$ cat src/rtl/op_entry_ctrl.sv
// op_entry_ctrl
//   Front-end controller for the operator/display datapath. Conditions three
//   raw push-buttons (2-flop sync, debounce, single-cycle rising-edge pulse)
//   and sequences operand A -> operator -> operand B -> result entry.
//
// Ports
//   clk        system clock, rising edge
//   rst_n      asynchronous active-low reset
//   sw[4:0]    raw operand switches (synchronised internally)
//   btn_op     raw button: advance operator
//   btn_enter  raw button: confirm current step
//   btn_clear  raw button: abort and restart entry
//   choose     operator code, 0..NUM_OPS-1
//   en         1 = display shows ALU result, 0 = display shows f
//   opa, opb   latched operands
//   f          LED value when en=0
//   state      FSM state for debug (0=S_A 1=S_OP 2=S_B 3=S_RES)
module op_entry_ctrl #(
  parameter int DEBOUNCE_CYCLES = 1000000,
  parameter int NUM_OPS         = 5
) (
  input  logic       clk,
  input  logic       rst_n,
  input  logic [4:0] sw,
  input  logic       btn_op,
  input  logic       btn_enter,
  input  logic       btn_clear,
  output logic [2:0] choose,
  output logic       en,
  output logic [4:0] opa,
  output logic [4:0] opb,
  output logic [4:0] f,
  output logic [1:0] state
);

  localparam int CW = (DEBOUNCE_CYCLES > 2) ? $clog2(DEBOUNCE_CYCLES) : 1;
  localparam logic [CW-1:0] CNT_LAST = CW'(DEBOUNCE_CYCLES - 1);
  localparam logic [2:0]    OP_LAST  = 3'(NUM_OPS - 1);

  typedef enum logic [1:0] {S_A = 2'd0, S_OP = 2'd1, S_B = 2'd2, S_RES = 2'd3} state_t;

  // Button bit order: [2]=clear, [1]=enter, [0]=op
  logic [2:0] btn_raw;
  logic [2:0] btn_s1_reg, btn_s2_reg;
  logic [4:0] sw_s1_reg, sw_s2_reg;
  logic [1:0] warm_reg;
  logic [2:0] pulse;

  assign btn_raw = {btn_clear, btn_enter, btn_op};

  always_ff @(posedge clk or negedge rst_n) begin
    if (!rst_n) begin
      btn_s1_reg <= '0;
      btn_s2_reg <= '0;
      sw_s1_reg  <= '0;
      sw_s2_reg  <= '0;
      warm_reg   <= '0;
    end else begin
      btn_s1_reg <= btn_raw;
      btn_s2_reg <= btn_s1_reg;
      sw_s1_reg  <= sw;
      sw_s2_reg  <= sw_s1_reg;
      // Counts the two edges needed before the sync stage reflects the pins.
      if (warm_reg != 2'd2) warm_reg <= warm_reg + 2'd1;
    end
  end

  genvar gi;
  generate
    for (gi = 0; gi < 3; gi++) begin : g_btn
      logic [CW-1:0] cnt_reg;
      logic          db_reg;
      logic          db_d_reg;
      logic          armed_reg;

      always_ff @(posedge clk or negedge rst_n) begin
        if (!rst_n) begin
          cnt_reg   <= '0;
          db_reg    <= 1'b0;
          db_d_reg  <= 1'b0;
          armed_reg <= 1'b0;
        end else begin
          db_d_reg <= db_reg;
          // Count consecutive cycles the synced level disagrees with the
          // accepted level; any agreement restarts the count.
          if (btn_s2_reg[gi] != db_reg) begin
            if (cnt_reg == CNT_LAST) begin
              db_reg  <= btn_s2_reg[gi];
              cnt_reg <= '0;
            end else begin
              cnt_reg <= cnt_reg + 1'b1;
            end
          end else begin
            cnt_reg <= '0;
          end
          // A button only becomes able to pulse once it has been seen
          // released after reset, so a press held through reset is ignored.
          if (warm_reg == 2'd2 && !btn_s2_reg[gi]) armed_reg <= 1'b1;
        end
      end

      assign pulse[gi] = db_reg & ~db_d_reg & armed_reg;
    end
  endgenerate

  logic p_clear, p_enter, p_op;
  assign p_clear = pulse[2];
  assign p_enter = pulse[1];
  assign p_op    = pulse[0];

  state_t     state_reg;
  logic [2:0] choose_reg;
  logic       en_reg;
  logic [4:0] opa_reg, opb_reg, f_reg;

  always_ff @(posedge clk or negedge rst_n) begin
    if (!rst_n) begin
      state_reg  <= S_A;
      choose_reg <= '0;
      en_reg     <= 1'b0;
      opa_reg    <= '0;
      opb_reg    <= '0;
      f_reg      <= '0;
    end else begin
      // Default display value for staying in the current state.
      case (state_reg)
        S_A:     f_reg <= sw_s2_reg;
        S_OP:    f_reg <= opa_reg;
        S_B:     f_reg <= sw_s2_reg;
        default: f_reg <= opb_reg;
      endcase

      if (p_clear) begin
        state_reg  <= S_A;
        choose_reg <= '0;
        opa_reg    <= '0;
        opb_reg    <= '0;
        en_reg     <= 1'b0;
        f_reg      <= sw_s2_reg;
      end else if (p_enter) begin
        case (state_reg)
          S_A: begin
            opa_reg   <= sw_s2_reg;
            f_reg     <= sw_s2_reg;
            state_reg <= S_OP;
          end
          S_OP: begin
            f_reg     <= sw_s2_reg;
            state_reg <= S_B;
          end
          S_B: begin
            opb_reg   <= sw_s2_reg;
            f_reg     <= sw_s2_reg;
            en_reg    <= 1'b1;
            state_reg <= S_RES;
          end
          default: begin
            en_reg    <= 1'b0;
            f_reg     <= sw_s2_reg;
            state_reg <= S_A;
          end
        endcase
      end else if (p_op && state_reg == S_OP) begin
        choose_reg <= (choose_reg >= OP_LAST) ? 3'd0 : choose_reg + 3'd1;
      end
    end
  end

  assign choose = choose_reg;
  assign en     = en_reg;
  assign opa    = opa_reg;
  assign opb    = opb_reg;
  assign f      = f_reg;
  assign state  = state_reg;

endmodule

$ cat config.mk
export PLATFORM = sky130hd
export DESIGN_NAME = op_entry_ctrl
export DESIGN_NICKNAME = d
export VERILOG_FILES = /design/src/rtl/op_entry_ctrl.sv
export SDC_FILE = /design/constraint.sdc
export NUM_CORES = 1
export LEC_CHECK = 0
export CELL_PAD_IN_SITES_DETAIL_PLACEMENT = 0
export CELL_PAD_IN_SITES_GLOBAL_PLACEMENT = 2
export CORE_MARGIN = 4
export CORE_UTILIZATION = 38
export CTS_CLUSTER_DIAMETER = 150
export DETAILED_ROUTE_END_ITERATION = 10
export HOLD_SLACK_MARGIN = 0.06
export PLACE_DENSITY_LB_ADDON = 0.08
export SETUP_SLACK_MARGIN = 0.02
export SYNTH_ARGS = -nofsm -noshare
export SYNTH_HDL_FRONTEND = slang
export SYNTH_SLANG_ARGS = --single-unit
$ cat constraint.sdc
create_clock -name clk -period 2.8 [get_ports clk]
set_clock_uncertainty 0.2 [all_clocks]
set_input_delay 0.28 -clock clk [delete_from_list [all_inputs] [get_ports clk]]
set_output_delay 0.28 -clock clk [all_outputs]
set_load 0.005 [all_outputs]
# ---- Word-level counts from Yosys, hierarchy flattened
# Index checks and enable logic that the tools add are counted.
dict set report word_totals {
  ff_bits 108
  inputBits 10
  out_inout_bits 21
  word_cells 96
}
dict set report op_classes {
  n_addsub 5
  order_cmp 1
  eq_ne 12
  mux 25
  bitwise 9
  reduce_logical 21
}
# cell count
set ops {}
lappend ops {{$mux W20} 6}
lappend ops {{$add A20 B1 Y20 const B} 3}
lappend ops {{$eq A20 B20 Y1 const B} 3}
lappend ops {{$mux W5} 8}
lappend ops {{$reduce_and A2 Y1} 7}
lappend ops {{$mux W3} 4}
lappend ops {{$pmux W5 S2} 1}
lappend ops {{$reduce_bool A2 Y1} 4}
lappend ops {{$and A1 B1 Y1} 6}
lappend ops {{$pmux W2 S3} 1}
lappend ops {{$eq A2 B2 Y1 const B} 2}
lappend ops {{$logic_and A1 B1 Y1} 4}
lappend ops {{$mux W2} 2}
lappend ops {{$ne A2 B2 Y1 const B} 2}
lappend ops {{$reduce_or A2 Y1} 2}
lappend ops {{$add A3 B1 Y3 const B} 1}
lappend ops {{$ge A3 B3 Y1 const B} 1}
lappend ops {{$logic_not A1 Y1} 3}
lappend ops {{$ne A1 B1 Y1} 3}
lappend ops {{$not A1 Y1} 3}
lappend ops {{$add A2 B1 Y2 const B} 1}
lappend ops {{$eq A2 B1 Y1 const B} 1}
lappend ops {{$logic_not A2 Y1} 1}
lappend ops {{$mux W1} 2}
lappend ops {{other kinds (2)} 2}

# ---- Logic depth before layout (Yosys ltp)
dict set report logic_depth {
  ltp_word 7
  depth_mapped 7
  ltp_nobuf 6
}

# ---- Worst setup path before layout
# OpenSTA, ideal clock, no wires.
dict set report synth_path {
  kind {reg-to-reg}
  startpoint {reg g_btn[2].cnt_reg[13]}
  endpoint {reg g_btn[2].db_reg}
  setup_time_ns 0.128
  arrival_ns 1.927
  required_ns 2.472
  path_slack_ns 0.546
  stages_incl_launch_ff 5
  path_buffers 0
  synth_period_minus_slack_ns 2.254
  cell_sequence {dfrtp_1 > or4_1 > or4_4 > nor2_1 > mux2_1}
}
dict set report synth_via {
  elab_chain_cells 2
}
# item line_no
set synth_rtl {}
lappend synth_rtl {{from (decl)} 71} ;# logic [CW-1:0] cnt_reg;
lappend synth_rtl {{from (signal assigned)} 91} ;# cnt_reg <= cnt_reg + 1'b1;
lappend synth_rtl {{$eq A20 B20 Y1} 87} ;# if (cnt_reg == CNT_LAST) begin
lappend synth_rtl {{$reduce_and A2 Y1 (no line)} -}
lappend synth_rtl {{to (signal assigned)} 88} ;# db_reg <= btn_s2_reg[gi];
lappend synth_rtl {{to (decl)} 72} ;# logic db_reg;
# Every way passes these cells.
# A chain may end at the register's enable or synchronous reset.

# ---- Final worst setup path
# Same ends and word-level chain as after synthesis.

==> impl_metrics.tcl <==
set metrics [dict create \
    dp.cells 666 \
    clk_root_buffer_cell "clkbuf_16" \
    wl_per_cell_um 14.1 \
    syn_inst 473 \
    clock.fmax_mhz 420 \
    gp_congestion 0.738 \
    worstPathMaxFanout 5 \
    design.core.area_um2 12300 \
    peakVddDrop_uv 372 \
    firstDrtPassIters 4 \
    ant_nets 0 \
    cap_viol_max_count 0 \
    dp_hpwl_um 6560 \
    clk_pin_slew_ps 80 \
    largest_register_ffs 60 \
    crit_type "reg2reg" \
    synth_area_leader_cell "dfrtp_1" \
    hold_path_class "in2async" \
    finalSetupTns_ps 0 \
    syn_area_um2 4850 \
    slew_headroom 0.563 \
    fp.dieW_um 121 \
    final_net_count 530 \
    design.die.area_um2 14600 \
    synth_sequential_area_ratio 0.558 \
    routed_wl_um 9640 \
    via_count 3470 \
    worstMarginPinSlew_ps 649 \
    rsz0062_at_grt "no" \
    p_int_uw 2230 \
    htreeDepth 3 \
    post-route-drc-count 0 \
    post_drt_via_cell_ratio 5.08 \
    dieHeight_um 121 \
    drive_gt1_frac 0.0641 \
    portBuffers 30 \
    clk-insertion-delay-late_ps 350 \
    synthFlopType "dfrtp_1" \
    grt_usage 0.144 \
    syn_area_per_cell_um2 10.2 \
    seqPwrFrac 0.554 \
    io_pins 31 \
    cts.sinks 108 \
    hold_buffers 1 \
    endpoint_kind "flop" \
    p_comb_frac 0.034 \
    ys_ff_latch 108 \
    synthArstFlopShare 1.00 \
    pwr-share-clk 0.411 \
    grt_pass1_vias 3495 \
    diodes 0 \
    outcome "finished clean" \
    cp-start-kind "flop" \
    grt_max_degree 61 \
    p_per_area_nw_per_um2 511 \
    syn_nets 493 \
    tritoncts "built" \
    grt_pass1_wl_um 17200 \
    start_util 0.395 \
    power.share.switching 0.228 \
    cts_setup_buffers 0 \
    synth-edff-count 0 \
    required_ps 2840 \
    slew_viol_final 0 \
    cts_max_path_buffers 2 \
    numCtsBuffers 9 \
    yosysWarningCount 0 \
    antenna_found_initial 0 \
    yosysUniqueCellTypes 45 \
    synth_top_area_frac 0.558 \
    period_share 0.850 \
    crit_arrival_ps 2420 \
    synthTopCellsByArea "dfrtp_1 (56%), xnor2_1 (5.8%), nor2_1 (4.9%), nand3_1 (3.2%), a21oi_1 (2.9%)" \
    area_growth_pct 16.7 \
    leakagePower_uw 0.00225 \
    setup_viol 0 \
    finish.utilization 0.461 \
    min_period_ps 2380 \
    design_area_um2 5660 \
    placed_cell_area_um2 5380 \
    grt_overflow 0 \
    fin_cells 683 \
    finalHoldViolations 0 \
    drtIter0Drc 172 \
    rows 40 \
    netSwitchingPower_uw 659 \
    post_cts_resize_count 0 \
]
[Yosys cell counts, types with 2 or more instances]
cell	n
a21o_1	4
a21oi_1	28
a22oi_1	4
and3_1	3
and3b_1	2
and4_1	4
buf_2	2
clkbuf_1	10
dfrtp_1	108
ha_1	10
inv_1	22
mux2i_1	2
nand2_1	34
nand3_1	31
nand3b_1	2
nand4_1	15
nor2_1	63
nor3_1	12
nor4_1	13
o21ai_0	16
o2bb2ai_1	4
o31ai_1	6
o41ai_1	2
or2_2	2
or3_1	8
or4_1	5
or4b_2	2
xnor2_1	32
xor2_1	11
[final timing paths]
kind / start / to / slack, ps / depth (start not counted)
max: g_btn[2].cnt_reg[13]$_DFF_PN0_ / g_btn[2].db_reg$_DFFE_PN0P_ / 420 / 4
min: rst_n / f[4]$_DFF_PN0_ / 90 / 2
max reg2reg: g_btn[2].cnt_reg[13]$_DFF_PN0_ / g_btn[2].db_reg$_DFFE_PN0P_ / 420 / 4
min reg2reg: sw_s1_reg[2]$_DFF_PN0_ / sw_s2_reg[2]$_DFF_PN0_ / 150 / 0
max in group asynchronous: rst_n / g_btn[1].cnt_reg[18]$_DFF_PN0_ / 1580 / 3
min in group clk: sw_s1_reg[2]$_DFF_PN0_ / sw_s2_reg[2]$_DFF_PN0_ / 150 / 0
[power groups by stage]
stage / registers [uW] / clock network (uW) / logic, uW
after CTS: 1600 / 1240 / 104
after detailed placement: 1630 / 0 / 103
after global routing: 1610 / 1290 / 115
final: 1600 / 1190 / 98.8
after floorplan: 1630 / 0 / 36.0
after global placement: 1630 / 0 / 102
[logic make-up (layout without fill, tap and decap cells)]
group,Yosys count,after routing,share of synthesized area
flip-flops,108,108,0.558
multiplexers,4,4,0.00878
AND/OR/NAND/NOR,204,204,0.213
buffers and inverters,36,78,0.0302
adder cells (fa/ha/maj),10,10,0.0258
XOR/XNOR,43,43,0.0777
AO/OA/AOI/OAI,68,68,0.0865
[cell type report]
| type | count | area (um2) |
|---|---|---|
| clock inverter | 5 | 37.5 |
| tap | 168 | 210 |
| fill | 1162 | 6610 |
| multi-input combinational | 329 | 2000 |
| clock buffer | 11 | 233 |
| sequential | 108 | 2700 |
| timing repair buffer | 40 | 388 |
| inverter | 22 | 82.6 |
[routing by layer]
metal	part of all wire	up-vias	track usage	wire, um
met2	0.45	41	0.226	4320
met1	0.50	1697	0.196	4860
met5	0	-	0	0
met4	0.012	0	0.0382	116
met3	0.036	11	0.0429	347
li1	-	1721	-	-
[critical path, cell delays in order (launching register included)]
cell,delay (ps)
dfrtp_1,440
or4_1,540
or4_4,520
nor2_1,240
mux2_1,340
[per-stage QoR]
| step | power (uW) | worst slack [ps] | hold WS, ps |
|---|---|---|---|
| floorplan | 1670 | 546 | -216 |
| global placement | 1740 | 465 | -94.2 |
| detailed placement | 1740 | 424 | -93.4 |
| CTS | 2940 | 392 | 69.9 |
| global route | 3020 | 302 | 87.0 |
| finish | 2890 | 420 | 87.8 |
[layout by cell type (no fill, tap or decap), types with 3 or more instances in the layout]
| cell type | n |
|---|---|
| nand3_1 | 31 |
| buf_4 | 9 |
| dfrtp_1 | 108 |
| xor2_1 | 11 |
| ha_1 | 10 |
| inv_1 | 22 |
| a22oi_1 | 4 |
| and3_1 | 3 |
| clkbuf_16 | 9 |
| o31ai_1 | 5 |
| nor3_1 | 12 |
| nor4_1 | 13 |
| or4_1 | 5 |
| or3_1 | 8 |
| nand4_1 | 15 |
| a21o_1 | 4 |
| nor2_1 | 63 |
| xnor2_1 | 32 |
| nand2_1 | 34 |
| o2bb2ai_1 | 4 |
| clkdlybuf4s50_1 | 29 |
| and4_1 | 4 |
| o21ai_0 | 15 |
| a21oi_1 | 28 |
Power figures use the tool's default switching activity.
